==> config.mk <==
export PLATFORM = sky130hd
export DESIGN_NAME = wb_writer_flat
export DESIGN_NICKNAME = d
export VERILOG_FILES = /design/src/rtl/wb_pkg.sv /design/src/rtl/wb_writer_if.sv /design/src/rtl/load_ext.sv /design/src/rtl/wb_writer.sv /design/src/flat_wrapper.sv
export SDC_FILE = /design/constraint.sdc
export NUM_CORES = 1
export LEC_CHECK = 0
export CELL_PAD_IN_SITES_DETAIL_PLACEMENT = 0
export CELL_PAD_IN_SITES_GLOBAL_PLACEMENT = 1
export CORE_ASPECT_RATIO = 0.8
export CORE_UTILIZATION = 26
export DETAILED_ROUTE_END_ITERATION = 7
export DONT_BUFFER_PORTS = 1
export PLACE_DENSITY = 0.55
export REMOVE_ABC_BUFFERS = 1
export SYNTH_ARGS = -nofsm -noshare
export SYNTH_HDL_FRONTEND = slang
export SYNTH_SLANG_ARGS = --single-unit
==> constraint.sdc <==
create_clock -name clk -period 3.8 [get_ports clk]
set_input_delay 0.57 -clock clk [delete_from_list [all_inputs] [get_ports clk]]
set_output_delay 0.57 -clock clk [all_outputs]
set_load 0.03 [all_outputs]
==> src/rtl/wb_pkg.sv <==
// Shared types and constants for the writeback stage.
package wb_pkg;

    localparam int unsigned XLEN_DEF  = 32;
    localparam int unsigned RA_W_DEF  = 5;
    localparam int unsigned CNT_W_DEF = 32;

    typedef enum logic [1:0] {
        SRC_ALU  = 2'b00,
        SRC_LOAD = 2'b01,
        SRC_PC4  = 2'b10,
        SRC_NONE = 2'b11
    } src_e;

    localparam logic [2:0] F3_LB  = 3'b000;
    localparam logic [2:0] F3_LH  = 3'b001;
    localparam logic [2:0] F3_LW  = 3'b010;
    localparam logic [2:0] F3_LBU = 3'b100;
    localparam logic [2:0] F3_LHU = 3'b101;

    typedef enum logic {
        ST_IDLE,
        ST_WAIT_MEM
    } state_e;

endpackage

==> src/rtl/wb_writer_if.sv <==
// Retire handshake plus data-memory response bundle feeding the writeback stage.
interface wb_writer_if
    import wb_pkg::*;
#(
    parameter int unsigned XLEN = XLEN_DEF,
    parameter int unsigned RA_W = RA_W_DEF
);
    logic            in_valid;
    logic            in_ready;
    logic [RA_W-1:0] in_rd;
    src_e            in_src;
    logic [2:0]      in_funct3;
    logic [XLEN-1:0] in_alu;
    logic [XLEN-1:0] in_pc4;
    logic            mem_rvalid;
    logic [XLEN-1:0] mem_rdata;

    modport master (
        output in_valid, in_rd, in_src, in_funct3, in_alu, in_pc4, mem_rvalid, mem_rdata,
        input  in_ready
    );

    modport slave (
        input  in_valid, in_rd, in_src, in_funct3, in_alu, in_pc4, mem_rvalid, mem_rdata,
        output in_ready
    );
endinterface

==> src/rtl/load_ext.sv <==
// Load-data lane select and sign/zero extension, plus illegal/misaligned detection.
module load_ext
    import wb_pkg::*;
#(
    parameter int unsigned XLEN = XLEN_DEF
) (
    input  logic [2:0]      funct3,
    input  logic [1:0]      addr,
    input  logic [XLEN-1:0] word,
    output logic [XLEN-1:0] data_c,
    output logic            bad_c
);
    logic [7:0]  byte_v;
    logic [15:0] half_v;

    always_comb begin
        byte_v = word[{addr, 3'b000} +: 8];
        half_v = word[{addr[1], 4'b0000} +: 16];
        data_c = '0;
        bad_c  = 1'b0;
        case (funct3)
            F3_LB:   data_c = {{(XLEN-8){byte_v[7]}}, byte_v};
            F3_LBU:  data_c = {{(XLEN-8){1'b0}}, byte_v};
            F3_LH: begin
                data_c = {{(XLEN-16){half_v[15]}}, half_v};
                bad_c  = addr[0];
            end
            F3_LHU: begin
                data_c = {{(XLEN-16){1'b0}}, half_v};
                bad_c  = addr[0];
            end
            F3_LW: begin
                data_c = word;
                bad_c  = (addr != 2'b00);
            end
            default: bad_c = 1'b1;
        endcase
    end
endmodule

==> src/rtl/wb_writer.sv <==
// Writeback stage: selects the result source and issues one register-file write pulse per instruction.
module wb_writer
    import wb_pkg::*;
#(
    parameter int unsigned XLEN  = XLEN_DEF,
    parameter int unsigned RA_W  = RA_W_DEF,
    parameter int unsigned CNT_W = CNT_W_DEF
) (
    input  logic             clk,
    input  logic             rst_n,
    wb_writer_if.slave       bus,
    output logic [RA_W-1:0]  rd,
    output logic [XLEN-1:0]  datawrite,
    output logic             ruwr,
    output logic             busy,
    output logic [CNT_W-1:0] instret,
    output logic [1:0]       err
);
    state_e           state_q, state_d;
    logic [RA_W-1:0]  rd_q, rd_d;
    logic [XLEN-1:0]  data_q, data_d;
    logic             ruwr_q, ruwr_d;
    logic             busy_q, busy_d;
    logic             ready_q, ready_d;
    logic [CNT_W-1:0] instret_q, instret_d;
    logic [1:0]       err_q, err_d;
    logic [RA_W-1:0]  ld_rd_q, ld_rd_d;
    logic [2:0]       ld_f3_q, ld_f3_d;
    logic [1:0]       ld_addr_q, ld_addr_d;

    logic             waiting;
    logic [2:0]       ext_f3;
    logic [1:0]       ext_addr;
    logic [XLEN-1:0]  ext_data;
    logic             ext_bad;

    // Checks legality of the incoming load while idle, extends the latched load while waiting.
    assign waiting  = (state_q == ST_WAIT_MEM);
    assign ext_f3   = waiting ? ld_f3_q   : bus.in_funct3;
    assign ext_addr = waiting ? ld_addr_q : bus.in_alu[1:0];

    load_ext #(.XLEN(XLEN)) u_load_ext (
        .funct3 (ext_f3),
        .addr   (ext_addr),
        .word   (bus.mem_rdata),
        .data_c (ext_data),
        .bad_c  (ext_bad)
    );

    always_comb begin
        state_d   = state_q;
        rd_d      = rd_q;
        data_d    = data_q;
        ruwr_d    = 1'b0;
        instret_d = instret_q;
        err_d     = err_q;
        ld_rd_d   = ld_rd_q;
        ld_f3_d   = ld_f3_q;
        ld_addr_d = ld_addr_q;

        case (state_q)
            ST_IDLE: begin
                if (bus.mem_rvalid) err_d[1] = 1'b1;
                if (bus.in_valid) begin
                    case (bus.in_src)
                        SRC_ALU, SRC_PC4: begin
                            rd_d      = bus.in_rd;
                            data_d    = (bus.in_src == SRC_ALU) ? bus.in_alu : bus.in_pc4;
                            ruwr_d    = (bus.in_rd != '0);
                            instret_d = instret_q + CNT_W'(1);
                        end
                        SRC_NONE: instret_d = instret_q + CNT_W'(1);
                        SRC_LOAD: begin
                            if (ext_bad) begin
                                err_d[0] = 1'b1;
                            end else begin
                                ld_rd_d   = bus.in_rd;
                                ld_f3_d   = bus.in_funct3;
                                ld_addr_d = bus.in_alu[1:0];
                                state_d   = ST_WAIT_MEM;
                            end
                        end
                        default: ;
                    endcase
                end
            end
            ST_WAIT_MEM: begin
                if (bus.mem_rvalid) begin
                    rd_d      = ld_rd_q;
                    data_d    = ext_data;
                    ruwr_d    = (ld_rd_q != '0);
                    instret_d = instret_q + CNT_W'(1);
                    state_d   = ST_IDLE;
                end
            end
            default: state_d = ST_IDLE;
        endcase

        busy_d  = (state_d == ST_WAIT_MEM);
        ready_d = (state_d == ST_IDLE);
    end

    always_ff @(posedge clk or negedge rst_n) begin
        if (!rst_n) begin
            state_q   <= ST_IDLE;
            rd_q      <= '0;
            data_q    <= '0;
            ruwr_q    <= 1'b0;
            busy_q    <= 1'b0;
            ready_q   <= 1'b1;
            instret_q <= '0;
            err_q     <= '0;
            ld_rd_q   <= '0;
            ld_f3_q   <= '0;
            ld_addr_q <= '0;
        end else begin
            state_q   <= state_d;
            rd_q      <= rd_d;
            data_q    <= data_d;
            ruwr_q    <= ruwr_d;
            busy_q    <= busy_d;
            ready_q   <= ready_d;
            instret_q <= instret_d;
            err_q     <= err_d;
            ld_rd_q   <= ld_rd_d;
            ld_f3_q   <= ld_f3_d;
            ld_addr_q <= ld_addr_d;
        end
    end

    assign bus.in_ready = ready_q;
    assign rd           = rd_q;
    assign datawrite    = data_q;
    assign ruwr         = ruwr_q;
    assign busy         = busy_q;
    assign instret      = instret_q;
    assign err          = err_q;
endmodule
==> src/flat_wrapper.sv <==
// flat-port wrapper written by rule: the top's interface ports become plain ports
module wb_writer_flat import wb_pkg::*;
#(
    parameter int unsigned XLEN  = XLEN_DEF,
    parameter int unsigned RA_W  = RA_W_DEF,
    parameter int unsigned CNT_W = CNT_W_DEF
)
  (clk, rst_n, rd, datawrite, ruwr, busy, instret, err, bus_in_valid, bus_in_rd, bus_in_src, bus_in_funct3, bus_in_alu, bus_in_pc4, bus_mem_rvalid, bus_mem_rdata, bus_in_ready);
  wb_writer_if #(.XLEN(XLEN), .RA_W(RA_W)) bus_i ();
  input  logic clk;
  input  logic rst_n;
  output logic [RA_W-1:0] rd;
  output logic [XLEN-1:0] datawrite;
  output logic ruwr;
  output logic busy;
  output logic [CNT_W-1:0] instret;
  output logic [1:0] err;
  input wire logic [$bits(bus_i.in_valid)-1:0] bus_in_valid;
  input wire logic [$bits(bus_i.in_rd)-1:0] bus_in_rd;
  input wire logic [$bits(bus_i.in_src)-1:0] bus_in_src;
  input wire logic [$bits(bus_i.in_funct3)-1:0] bus_in_funct3;
  input wire logic [$bits(bus_i.in_alu)-1:0] bus_in_alu;
  input wire logic [$bits(bus_i.in_pc4)-1:0] bus_in_pc4;
  input wire logic [$bits(bus_i.mem_rvalid)-1:0] bus_mem_rvalid;
  input wire logic [$bits(bus_i.mem_rdata)-1:0] bus_mem_rdata;
  output wire logic [$bits(bus_i.in_ready)-1:0] bus_in_ready;
  assign bus_i.in_valid = bus_in_valid;
  assign bus_i.in_rd = bus_in_rd;
  assign bus_i.in_src = bus_in_src;
  assign bus_i.in_funct3 = bus_in_funct3;
  assign bus_i.in_alu = bus_in_alu;
  assign bus_i.in_pc4 = bus_in_pc4;
  assign bus_i.mem_rvalid = bus_mem_rvalid;
  assign bus_i.mem_rdata = bus_mem_rdata;
  assign bus_in_ready = bus_i.in_ready;
  wb_writer #(.XLEN(XLEN), .RA_W(RA_W), .CNT_W(CNT_W)) u_core (.clk(clk), .rst_n(rst_n), .bus(bus_i), .rd(rd), .datawrite(datawrite), .ruwr(ruwr), .busy(busy), .instret(instret), .err(err));
endmodule
==> impl_metrics.ini, run 1 <==
[floorplanning]
num_rows = 44
io_pins = 184
die_width_um = 156
die_y_um = 125
dieArea_mm2 = 0.0196
core_mm2 = 0.0184
initial_core_util = 0.270

[clock_tree]
clkTransAtPathRegs_ps = 60
cts_root_buf = clkbuf_16
clock_latency_ps = 350
cts_sinks = 84
cts_buffers = 9
cts_max_path_buffers = 2
cts_tree = yes
post_cts.resized_instances = 0
htreeDepth = 3

[pwr]
powerDensity_mw_per_mm2 = 539
p_leak_nw = 2.25
irDropWorstVdd_mv = 0.196

[cells_and_area]
final_nets = 622
final_layout_size_suffix_gt1_frac = 0.0988
post-route-util = 0.303
syn_to_final_growth_pct = 12.3
final_cells = 770
final.fill_count = 1955

[yosys]
synthTopCellsByCount = dfrtp_1 (83), mux2i_1 (42), o21ai_0 (41)
netlist_area_mm2 = 0.00496
synth_most_common_cell = dfrtp_1
synth_top_area_cell = dfrtp_1
synth_edf_count = 0
synthAdderAreaFrac = 0.00252
synth_compound_gate_area_share = 0.185
ys_ff_latch = 84
synth-simple-area-share = 0.183
synth_cells = 521
synth_top_area_share = 0.419
synth_top_family_by_area = compound AO/OA/AOI/OAI gates
ys_async_sr_fraction = 1.00
seq_area_frac_synth = 0.424
ys.flop_type = dfrtp_1
synth.distinct_cells = 49
synth_area_leaders = dfrtp_1 (42%), mux2i_1 (8.5%), o21ai_0 (4.1%)
yosys_warnings = 0
synth-xor-area-share = 0.0548
avgSynthCellArea_um2 = 9.51
muxShareOfSynthArea = 0.110

[detailed_routing]
wl_per_cell_um = 19.8
wirelength_um = 15300
viasPerCell = 5.09
vias = 3921
dr.first_iter.drc_count = 275
drtAntennaViolNets = 0
drc = 0
dr.pass1.iters = 4

[global_route]
antenna_found_initial = 1
first_global_vias = 4041
grt_usage = 0.163
overflow = 0
grt_pass1_wl_um = 24200
grt_max_degree = 84

[place]
dp_hpwl_um = 11400
gp_congestion = 0.798
io_buffers = 0
dp_cells = 752

[timing]
setup_viol = 0
rsz0062_at_grt = false
tns_ps = 0
fin_crit_sh = 0.726
timing.fmax_mhz = 362
maxSlewViolCount = 0
finalHoldViolations = 0
finalCriticalPeriod_ps = 2760
worst_pin_slew_ps = 1140
clock_skew_ps = 5.87
slew_headroom = 0.241

[job]
drv_cap = 0

[critical_path]
cp.required_ps = 4030
cp_slowest_stage_delay_ps = 920
crit_fanout = 25
crit_chain = buf_4, nor3_1, o21a_1, o21ai_0, a21oi_1, mux2_2
critPathKind = reg2reg
worstPathArrival_ps = 2990
cp_slowest_cell = a21oi_1
start_kind = flip-flop
end_kind = flip-flop

[run_status]
status = finished clean

[worst_hold_path]
min_path_type = in2async
[power by group]
part           internal [mW]  switching, mW  total, mW
logic                  0.217          0.265      0.483
registers               1.06          0.458       1.52
clock network          0.615          0.385      0.999
[worst paths after layout]
check                                               from                             end  slack (ps)  cells past startpoint
max                             u_core.state_q$_DFF_PN0_   u_core.ld_rd_q[0]$_DFFE_PN0P_        1040                      6
min                                                rst_n   u_core.bus.in_ready$_DFF_PN1_          60                      0
max reg2reg                     u_core.state_q$_DFF_PN0_   u_core.ld_rd_q[0]$_DFFE_PN0P_        1040                      6
min reg2reg                u_core.ld_rd_q[0]$_DFFE_PN0P_   u_core.ld_rd_q[0]$_DFFE_PN0P_         530                      1
max in group asynchronous                          rst_n  u_core.instret[30]$_DFFE_PN0P_        3320                      1
min in group clk                            bus_in_rd[2]   u_core.ld_rd_q[2]$_DFFE_PN0P_         370                      1
[layout make-up]
class	count	area, um^2	share of cell area
Antenna cell	1	2.50	0.000450
Tap cell	253	317	0.0569
Multi-Input combinational cell	396	2670	0.479
Timing Repair Buffer	12	110	0.0198
Inverter	8	30.0	0.00540
Clock buffer	11	253	0.0454
Clock inverter	5	82.6	0.0148
Sequential cell	84	2100	0.378
[sequential cells by signal, summed over array words and instances (netlist names)]
name	cells
u_core.ld_rd_q	5
u_core.ld_f3_q	3
u_core.err	2
u_core.instret	32
u_core.state_q	1
u_core.ruwr	1
u_core.datawrite	32
u_core.bus.in_ready	1
u_core.rd	5
u_core.ld_addr_q	2
[through the flow]
step                      setup WS (ps)  instance area [um^2]  hold slack, ps  power (mW)
after global placement             1110                  5200             276        1.99
after CTS                          1020                  5560            39.6        3.05
after global routing                834                  5560            37.5        3.17
final                              1040                  5560            62.8        3.00
after floorplan                    -328                  4780             274        1.83
after detailed placement           1030                  5200             277        2.01
[worst max-delay path, delay by kind of cell (launching register included)]
family	cells	cell delay, ps
AND/OR/NAND/NOR	1	240
multiplexers	1	420
AO/OA/AOI/OAI	3	1150
buffers and inverters	1	300
flip-flops	1	530
[cells in the final DEF, fill, tap and decap left out, drive strengths merged, types with 2 or more instances in the layout]
| cell | count |
|---|---|
| dfrtp | 83 |
| o21ai | 53 |
| mux2i | 42 |
| a21oi | 29 |
| nor3 | 29 |
| nand2 | 27 |
| nor2 | 27 |
| a211oi | 25 |
| nor2b | 19 |
| xor2 | 17 |
| xnor2 | 14 |
| and3 | 13 |
| and2 | 12 |
| buf | 12 |
| mux2 | 11 |
| nand3 | 11 |
| clkbuf | 11 |
| nand4 | 10 |
| a21boi | 9 |
| inv | 9 |
| a221oi | 8 |
| o22ai | 8 |
| nand2b | 6 |
| nor3b | 4 |
| o21a | 2 |
| or4 | 2 |
| o211ai | 2 |
| and4 | 2 |
| bufinv | 2 |
| a31oi | 2 |
| clkinv | 2 |
[kinds of logic after synthesis]
family | Yosys count
AND/OR/NAND/NOR | 167
AO/OA/AOI/OAI | 144
flip-flops | 84
multiplexers | 53
buffers and inverters | 41
XOR/XNOR | 31
adder cells (fa/ha/maj) | 1
[repair_timing]
action / CTS / global route
hold buffers: 1 / 0
endpoints found under the hold margin: 83 / 0
buffers inserted: 0 / 0
[layer usage]
metal  GRT usage  vias up  wire length [um]
li1            -     1890                 -
met1       0.212     1903              6820
met2       0.257      112              7200
met3      0.0478       16               999
met4      0.0536        0               242
met5           0        -                 0
No activity file was read; power rests on OpenSTA's default activity.
==> run 2: changes to the inputs <==
==> constraint.sdc (replaced) <==
create_clock -name clk -period 2.66 [get_ports clk]
set_input_delay 0.399 -clock clk [delete_from_list [all_inputs] [get_ports clk]]
set_output_delay 0.399 -clock clk [all_outputs]
set_load 0.03 [all_outputs]
==> run 2 against run 1 <==
First-iteration DRC count shrank 20%. Critical path type unchanged. Critical path depth grew 1. Clock skew grew 5.8 ps. Final cell count grew 0.65%. Maximum frequency grew 25%. Register-to-register slack lost 590 ps. Sequential share of layout area shrank 0.38 points. Sequential cell count is the same. Via count grew 0.79%. Combinational power grew 46%. Total power grew 44%. Global-route usage grew 0.16 points.
==> impl_metrics.ini, run 2 (synthesis gave the netlist of run 1 again) <==
[run_status]
status = finished clean

[timing]
timing.fmax_mhz = 453
worst_pin_slew_ps = 755
clock_skew_ps = 11.7
layout_setup_ws_ps = 452
setup_viol = 0
finalHoldViolations = 0
slew_headroom = 0.493
maxSlewViolCount = 0
fin_crit_sh = 0.830
finalCriticalPeriod_ps = 2210
rsz0062_at_grt = false

[worst_hold_path]
hold_start = bus_in_funct3[2]
hold_end = u_core.ld_f3_q[2]$_DFFE_PN0P_
min_path_cells = 1
min_path_type = in2reg

[cells_and_area]
layout_common_cells = dfrtp_1 (82), mux2i_1 (42), o21ai_0 (40)
diodes = 0
syn_to_final_growth_pct = 13.4
final_common_cell = dfrtp_1
final_nets = 628
final_area_mm2 = 0.00562
final_layout_size_suffix_gt1_frac = 0.102

[floorplanning]
core_mm2 = 0.0184
io_pins = 184
die_width_um = 156
num_rows = 44
initial_core_util = 0.270
die_y_um = 125
dieArea_mm2 = 0.0196

[detailed_routing]
vias = 3952
drc = 0
drtAntennaViolNets = 0
dr.pass1.iters = 4
wirelength_um = 15400
dr.first_iter.drc_count = 220
viasPerCell = 5.10
wl_per_cell_um = 19.8

[critical_path]
start_kind = flip-flop
path_delay_family = simple AND/OR/NAND/NOR gates
cp.required_ps = 2920
cp_slowest_cell = dfrtp_2
path_buf_inv = 2
rr_endpoint = u_core.instret[21]$_DFFE_PN0P_
worstPathArrival_ps = 2470
cp_slowest_stage_delay_ps = 530
reg2reg_from = u_core.state_q$_DFF_PN0_
end_kind = flip-flop
crit_fanout = 19
crit_chain = buf_4, nand2b_1, o21ai_0, buf_4, and3_1, nor3b_1, xor2_1
ff2ff_setup_slack_ps = 450
rr_worst_depth = 7
critPathKind = reg2reg
cp_common_cell = buf_4

[place]
io_buffers = 0
dp_slack_ps = 432
dp_hpwl_um = 11500
place_area_mm2 = 0.00525
gp_congestion = 0.807

[clock_tree]
post-cts-setup-buffers = 0
holdBufCountCts = 2
post_cts.resized_instances = 0
cts_tree = yes
cts_sinks = 84
cts_buffers = 9
htreeDepth = 3
cts_root_buf = clkbuf_16
cts_max_path_buffers = 2
clock_latency_ps = 350
clkTransAtPathRegs_ps = 60

[global_route]
grt_max_degree = 85
grt_pass1_wl_um = 24400
antenna_found_initial = 1
overflow = 0
grt_usage = 0.164
first_global_vias = 4153

[pwr]
p_total_mw = 4.33
p_leak_nw = 2.27
irDropWorstVdd_mv = 0.282
powerDensity_mw_per_mm2 = 770

[job]
drv_cap = 0
-- run 2: layout make-up --
cell class                 count  area (um^2)
clock buffer                  12          236
clock inverter                 4         97.6
fill                        1940        12800
tap                          253          317
inverter                       8         30.0
sequential                    84         2100
multi-input combinational    396         2670
timing repair buffer          18          170
-- run 2: where the power goes --
| part | total (mW) | switching [mW] | internal [mW] |
|---|---|---|---|
| clock network | 1.46 | 0.538 | 0.920 |
| registers | 2.16 | 0.649 | 1.51 |
| logic | 0.705 | 0.384 | 0.320 |
| total | 4.33 | 1.57 | 2.75 |
-- run 2: how the worst max path moves through the flow --
stage | from | end | slack, ps | cells after the start
2_1_floorplan | u_core.state_q$_DFF_PN0_ | u_core.datawrite[10]$_DFFE_PN0P_ | -1470 | 5
3_3_place_gp | u_core.state_q$_DFF_PN0_ | u_core.instret[21]$_DFFE_PN0P_ | 460 | 7
3_5_place_dp | u_core.state_q$_DFF_PN0_ | u_core.instret[21]$_DFFE_PN0P_ | 430 | 7
4_1_cts | u_core.state_q$_DFF_PN0_ | u_core.instret[21]$_DFFE_PN0P_ | 420 | 7
5_1_grt | u_core.state_q$_DFF_PN0_ | u_core.instret[21]$_DFFE_PN0P_ | 160 | 7
6_report | u_core.state_q$_DFF_PN0_ | u_core.instret[21]$_DFFE_PN0P_ | 450 | 7
-- run 2: per-layer routing --
metal / vias to the layer above / routed length (um) / track usage
met3: 22 / 794 / 0.0437
met2: 100 / 7300 / 0.264
li1: 1892 / - / -
met1: 1936 / 6930 / 0.211
met4: 2 / 326 / 0.0611
met5: - / 12 / 0
-- run 2: stage by stage --
stage / setup TNS, ps / hold slack, ps / util / cells
CTS: 0 / 185 / 0.306 / 775
global placement: 0 / 105 / 0.285 / 757
floorplan: -69830 / 103 / - / 488
detailed placement: 0 / 105 / 0.285 / 757
finish: 0 / 204 / 0.306 / 775
global route: 0 / 184 / 0.306 / 775
